`config.mk`:
```
export PLATFORM = sky130hd
export DESIGN_NAME = lsu_stage
export DESIGN_NICKNAME = d
export VERILOG_FILES = /design/src/rtl/lsu_stage.sv
export SDC_FILE = /design/constraint.sdc
export NUM_CORES = 1
export LEC_CHECK = 0
export CAP_MARGIN = 20
export CELL_PAD_IN_SITES_DETAIL_PLACEMENT = 0
export CELL_PAD_IN_SITES_GLOBAL_PLACEMENT = 1
export CORE_ASPECT_RATIO = 2
export CORE_MARGIN = 2
export CORE_UTILIZATION = 23
export CTS_CLUSTER_DIAMETER = 40
export DETAILED_ROUTE_END_ITERATION = 10
export GPL_ROUTABILITY_DRIVEN = 1
export PLACE_DENSITY_LB_ADDON = 0.1
export REMOVE_ABC_BUFFERS = 1
export SYNTH_ARGS = -nofsm -noshare
export SYNTH_HDL_FRONTEND = slang
export SYNTH_SLANG_ARGS = --single-unit
```
`constraint.sdc`:
```
create_clock -name clk -period 3.6 [get_ports clk]
set_clock_uncertainty 0.05 [all_clocks]
set_input_delay 0.72 -clock clk [delete_from_list [all_inputs] [get_ports clk]]
set_output_delay 0.72 -clock clk [all_outputs]
set_load 0.005 [all_outputs]
```
`src/rtl/lsu_stage.sv`:
```
// Memory-access pipeline stage: single-outstanding load/store port, lane alignment, write-back handoff.
// Optional macro LSU_MISALIGN_CHECK_EN: flag misaligned H/W accesses and suppress their memory request.
module lsu_stage #(
    parameter int ADDR_W = 32,
    parameter int DATA_W = 32
) (
    input  logic              clk,
    input  logic              rst_n,
    input  logic              valid_last,
    output logic              ready_last,
    input  logic [31:0]       pc,
    input  logic [31:0]       inst,
    input  logic [4:0]        rd,
    input  logic              R_wen,
    input  logic              mem_ren,
    input  logic              mem_wen,
    input  logic [2:0]        funct3,
    input  logic [ADDR_W-1:0] EX_result,
    input  logic [DATA_W-1:0] rs2_value,
    output logic              mem_req_valid,
    input  logic              mem_req_ready,
    output logic              mem_req_wr,
    output logic [ADDR_W-1:0] mem_req_addr,
    output logic [DATA_W-1:0] mem_req_wdata,
    output logic [3:0]        mem_req_wstrb,
    input  logic              mem_resp_valid,
    input  logic [DATA_W-1:0] mem_resp_rdata,
    output logic              valid_next,
    input  logic              ready_next,
    output logic [31:0]       pc_next,
    output logic [31:0]       inst_next,
    output logic [4:0]        rd_next,
    output logic              R_wen_next,
    output logic [DATA_W-1:0] WB_data,
    output logic              misalign_next
);

    typedef enum logic [1:0] {IDLE, REQ, WAIT, DONE} state_t;

    state_t            state_reg;
    logic [2:0]        funct3_reg;
    logic              accept;
    logic              is_mem;
    logic              misaligned;
    logic [3:0]        wstrb_calc;
    logic [DATA_W-1:0] wdata_calc;
    logic [DATA_W-1:0] shifted;
    logic [DATA_W-1:0] load_data;

    assign ready_last = (state_reg == IDLE) || ((state_reg == DONE) && ready_next);
    assign accept     = valid_last && ready_last;
    assign is_mem     = mem_ren || mem_wen;

`ifdef LSU_MISALIGN_CHECK_EN
    // funct3[1] set covers W plus the undefined encodings, which behave as word accesses
    assign misaligned = is_mem &&
                        (((funct3[1:0] == 2'b01) && EX_result[0]) ||
                         (funct3[1] && (EX_result[1:0] != 2'b00)));
`else
    assign misaligned = 1'b0;
`endif

    always_comb begin
        wstrb_calc = 4'b0000;
        if (mem_wen) begin
            case (funct3[1:0])
                2'b00:   wstrb_calc = 4'b0001 << EX_result[1:0];
                2'b01:   wstrb_calc = 4'b0011 << {EX_result[1], 1'b0};
                default: wstrb_calc = 4'b1111;
            endcase
        end
    end

    // Replicate store data so every lane the strobe might select carries the right byte
    for (genvar gi = 0; gi < 4; gi++) begin : g_wlane
        assign wdata_calc[8*gi +: 8] =
            (funct3[1:0] == 2'b00) ? rs2_value[7:0] :
            (funct3[1:0] == 2'b01) ? rs2_value[8*(gi%2) +: 8] :
                                     rs2_value[8*gi +: 8];
    end

    // Zero-filling shift: lanes above bit 31 read as 0 for unaligned halfwords
    assign shifted = mem_resp_rdata >> {mem_req_addr[1:0], 3'b000};

    always_comb begin
        load_data = mem_resp_rdata;
        case (funct3_reg)
            3'b000:  load_data = {{24{shifted[7]}}, shifted[7:0]};
            3'b100:  load_data = {24'd0, shifted[7:0]};
            3'b001:  load_data = {{16{shifted[15]}}, shifted[15:0]};
            3'b101:  load_data = {16'd0, shifted[15:0]};
            default: load_data = mem_resp_rdata;
        endcase
    end

    always_ff @(posedge clk) begin
        if (!rst_n) begin
            state_reg     <= IDLE;
            funct3_reg    <= 3'b000;
            mem_req_valid <= 1'b0;
            mem_req_wr    <= 1'b0;
            mem_req_addr  <= '0;
            mem_req_wdata <= '0;
            mem_req_wstrb <= 4'b0000;
            valid_next    <= 1'b0;
            pc_next       <= 32'd0;
            inst_next     <= 32'd0;
            rd_next       <= 5'd0;
            R_wen_next    <= 1'b0;
            WB_data       <= '0;
            misalign_next <= 1'b0;
        end else begin
            case (state_reg)
                REQ: if (mem_req_ready) begin
                    mem_req_valid <= 1'b0;
                    state_reg     <= WAIT;
                end
                WAIT: if (mem_resp_valid) begin
                    if (!mem_req_wr)
                        WB_data <= load_data;
                    valid_next <= 1'b1;
                    state_reg  <= DONE;
                end
                DONE: if (ready_next) begin
                    valid_next <= 1'b0;
                    state_reg  <= IDLE;
                end
                default: ;
            endcase

            // A new bundle overrides the DONE->IDLE transition above, giving back-to-back flow
            if (accept) begin
                pc_next       <= pc;
                inst_next     <= inst;
                rd_next       <= rd;
                R_wen_next    <= R_wen && !misaligned;
                misalign_next <= misaligned;
                funct3_reg    <= funct3;
                WB_data       <= EX_result;
                mem_req_wr    <= mem_wen;
                mem_req_addr  <= EX_result;
                mem_req_wdata <= wdata_calc;
                mem_req_wstrb <= wstrb_calc;
                if (is_mem && !misaligned) begin
                    mem_req_valid <= 1'b1;
                    valid_next    <= 1'b0;
                    state_reg     <= REQ;
                end else begin
                    valid_next    <= 1'b1;
                    state_reg     <= DONE;
                end
            end
        end
    end

endmodule

```
==> results <==
- The run finished with clean final reports.
- STA classifies the critical path endpoint as an output port.
- Power comes to 0.00752 W.
- The final hold violation count came to 0.
- The count of state elements after synthesis is 178.
- The setup violation total in the final timing report is 0.
- Row generation in the floorplan step produced 93 rows.
- By count the netlist is led by sky130_fd_sc_hd__nand2_1, sky130_fd_sc_hd__dfxtp_1, sky130_fd_sc_hd__a21oi_1.
- From synthesis to final layout, the design area changed by 60.6%.
- Summing every instance area after synthesis gives 0.00748 mm^2.
- Buffers inserted to repair hold after CTS numbered 0.
- Global routing used 17.7% of the available tracks across all layers.
- The worst-case vdd ir drop is 0.379 mV.
- Derived from the worst setup path, the maximum achievable clock frequency is 347 MHz.
- Summed over all layers, the global routing overflow is 0.
- CTS built an H-tree with a depth of 4.
- The fraction of synthesis flops using an asynchronous set or reset pin is 0%.
- Buffers added to address setup during post-CTS repair amount to 0.
- The effective utilization at floorplan is 23.3%.
- The first global-routing pass estimated 45700 um of wire.
- The core region is 0.0321 mm^2.
- The count of max-cap constraint violations is 0.
- The number of flops mapped to enable cells by yosys is 0.
- STA puts the critical path data required time at 2830 ps.
- The net total in the final layout is 1416.
- Measured against its own limit, the worst slew margin works out to 36.4%.
- On the final layout, the worst hold slack is 402 ps.
- The min-delay analysis places its worst path in the category register to register.
- The proportion of netlist area held by the largest area contributor is 47.7%.
- Once routing completed, OpenROAD measured the worst setup slack at 715 ps.
- The number of global-route vias before repair is 7421.
- The leading cell type by number of instances after synthesis is sky130_fd_sc_hd__nand2_1.
- At the later pin of the worst-skew pair, clock insertion delay measures 440 ps.
- The worst path in the final design needs a cycle of 2880 ps, including I/O delays and setup.
- Counting every instance in the synthesized netlist gives 921.
- The setup path with the least slack is of type input pin to output port.
- The clock drives 178 sinks.
- The number of antenna diodes in the final layout is 0.
- The post-route clock period utilization is 80.1%.
- The number of antenna violations at the first check in global routing is 0.
- The largest fanout of any net on the critical path is 3.
- The detailed-placement wirelength estimate is 22600 um.
- The number of buffers added by the clock tree synthesis step is 17.
- In this run, the number of DRC markers left after iteration 0 of detailed routing was 264.
- Dividing the detail-routed via count by the number of cells gives 4.52.
- Across all register-to-register paths, the minimum setup slack is 1340 ps.
- In the routed design, unresolved DRC markers number 0.
- The count of nets left with antenna violations once routing finished came out at 0.
- The routed wirelength normalized by instance count is 18.4 um.
- The number of placed cells counting well taps is 1643.
- For the pin with the worst max-slew slack, the measured transition is 951 ps.
- The detailed-routing iteration count for the pre-antenna-repair pass is 4.
- The largest net degree at the start of global routing is 75.
- The clock edge transition at the registers on the reported setup and hold paths is 70 ps.
- The maximum buffer depth of the clock tree is 2.
- In this run the horizontal extent of the chip is 131 um.
- The worst slack at placement is 640 ps.
- The number of primary I/O pins is 352.
- The areal power density over the cells is 626 mW/mm^2.
- The fraction of layout cells with a size suffix above 1 is 5.94%.
- The number of warnings reported in the yosys synthesis log is 0.
- Setup repair after global routing left no endpoint under its margin.
- The synthesized netlist contains 47 unique library cells.
- The largest area contributor in the synthesized netlist is sky130_fd_sc_hd__dfxtp_1.
- For this design the static power due to leakage is 4.27 nW.
- Data on the critical path arrives at its endpoint at 2110 ps.
- The number of buffers inserted by port buffering is 350.
- The count of placed standard cells in the final layout, fillers left out is 1673.
- The routed layout has 7560 vias.
- The number of inserted filler cells in the final layout is 3415.
- The flip-flop cell with the highest count after synthesis is sky130_fd_sc_hd__dfxtp_1.
- The number of slew-limit violations in the final report is 0.
- After synthesis, the mean cell area works out to 8.12 um^2.
- The root buffer cell is sky130_fd_sc_hd__clkbuf_16.
- Yosys attributes the largest share of cell area to sky130_fd_sc_hd__dfxtp_1, sky130_fd_sc_hd__nand2_1, sky130_fd_sc_hd__a21oi_1, sky130_fd_sc_hd__mux2i_1, sky130_fd_sc_hd__o21ai_0.
- From bottom edge to top edge, the die measures 259 um.
- Sequential cells were found to cover 47.7% of the synthesized design area.
- Gates resized during post-CTS repair numbered 0.
- STA classifies the critical path startpoint as an input pin.
- The TritonCTS clock tree is done.
- The final routed wirelength across all metal layers is 30800 um.
- The placer congestion estimate is 0.781.
- The die covers 0.0341 mm^2.
-- cells in the final DEF, fill, tap and decap left out, types with 2 or more instances in the layout --
cell type,n
sky130_fd_sc_hd__a21oi_1,136
sky130_fd_sc_hd__inv_1,15
sky130_fd_sc_hd__nand2b_1,5
sky130_fd_sc_hd__o22a_1,7
sky130_fd_sc_hd__nand3b_1,3
sky130_fd_sc_hd__mux2i_1,34
sky130_fd_sc_hd__a221oi_2,10
sky130_fd_sc_hd__clkinvlp_4,3
sky130_fd_sc_hd__a21boi_0,8
sky130_fd_sc_hd__a221oi_1,15
sky130_fd_sc_hd__ha_1,4
sky130_fd_sc_hd__o211ai_1,4
sky130_fd_sc_hd__a311oi_1,8
sky130_fd_sc_hd__nor2_1,30
sky130_fd_sc_hd__nor2b_1,3
sky130_fd_sc_hd__o2bb2ai_1,8
sky130_fd_sc_hd__dfxtp_1,178
sky130_fd_sc_hd__o21ai_0,54
sky130_fd_sc_hd__buf_12,5
sky130_fd_sc_hd__clkdlybuf4s50_1,349
sky130_fd_sc_hd__o22ai_1,10
sky130_fd_sc_hd__bufinv_16,3
sky130_fd_sc_hd__a211oi_1,16
sky130_fd_sc_hd__buf_4,16
sky130_fd_sc_hd__clkinv_4,2
sky130_fd_sc_hd__nand2_1,273
sky130_fd_sc_hd__clkbuf_16,17
sky130_fd_sc_hd__inv_6,5
-- kinds of logic (layout without fill, tap and decap cells) --
group,count (synthesis),in the layout,synth area share (%)
AND/OR/NAND/NOR,325,325,17.3
AO/OA/AOI/OAI,286,286,24.2
flip-flops,178,178,47.7
buffers and inverters,92,417,5.42
multiplexers,35,35,4.70
adder cells (fa/ha/maj),4,4,0.669
other,1,1,0.0502
-- worst paths after layout --
kind	depth (start not counted)	from	end
hold reg to reg	2	pc_next[25]	pc_next[25]
setup reg to reg	7	state_reg[0]	WB_data[31]
hold / removal	2	pc_next[25]	pc_next[25]
setup / recovery	4	ready_next	ready_last
-- critical path: stages --
cell and delay [ps]:
sky130_fd_sc_hd__clkdlybuf4s50_1 460, sky130_fd_sc_hd__a21oi_2 280, sky130_fd_sc_hd__inv_1 160, sky130_fd_sc_hd__clkdlybuf4s50_1 490
-- per-layer routing --
layer  vias to the layer above  part of all wire [%]  track usage (%)
li1                       3790                     -                -
met1                      3504                    37             18.2
met2                       241                    55             34.1
met3                        25                   5.8             4.61
met4                         0                   2.1             6.16
met5                         -                     0                0
-- area by class of cell --
cell class	count	area, um^2	area share [%]
multi-input combinational	651	3530	29.4
clock buffer	17	425	3.54
sequential	178	3560	29.7
inverter	16	65.1	0.542
tap	427	534	4.45
timing repair buffer	371	3720	31.0
clock inverter	13	176	1.47
-- power breakdown --
| group | leakage, nW | switching, W | total, W | internal (W) |
|---|---|---|---|---|
| combinational | 2.52 | 0.00146 | 0.00292 | 0.00147 |
| sequential | 1.46 | 0.000237 | 0.00263 | 0.00240 |
| clock | 0.285 | 0.000865 | 0.00197 | 0.00110 |
-- through the flow --
| step | setup TNS, ps | utilization, % | cell area (um^2) |
|---|---|---|---|
| after floorplan | -210490 | - | 7130 |
| after global placement | 0 | 35.5 | 11400 |
| after detailed placement | 0 | 35.5 | 11400 |
| after CTS | 0 | 37.4 | 12000 |
| after global routing | 0 | 37.4 | 12000 |
| final | 0 | 37.4 | 12000 |
Note: power is estimated with default switching activity, not from simulation.
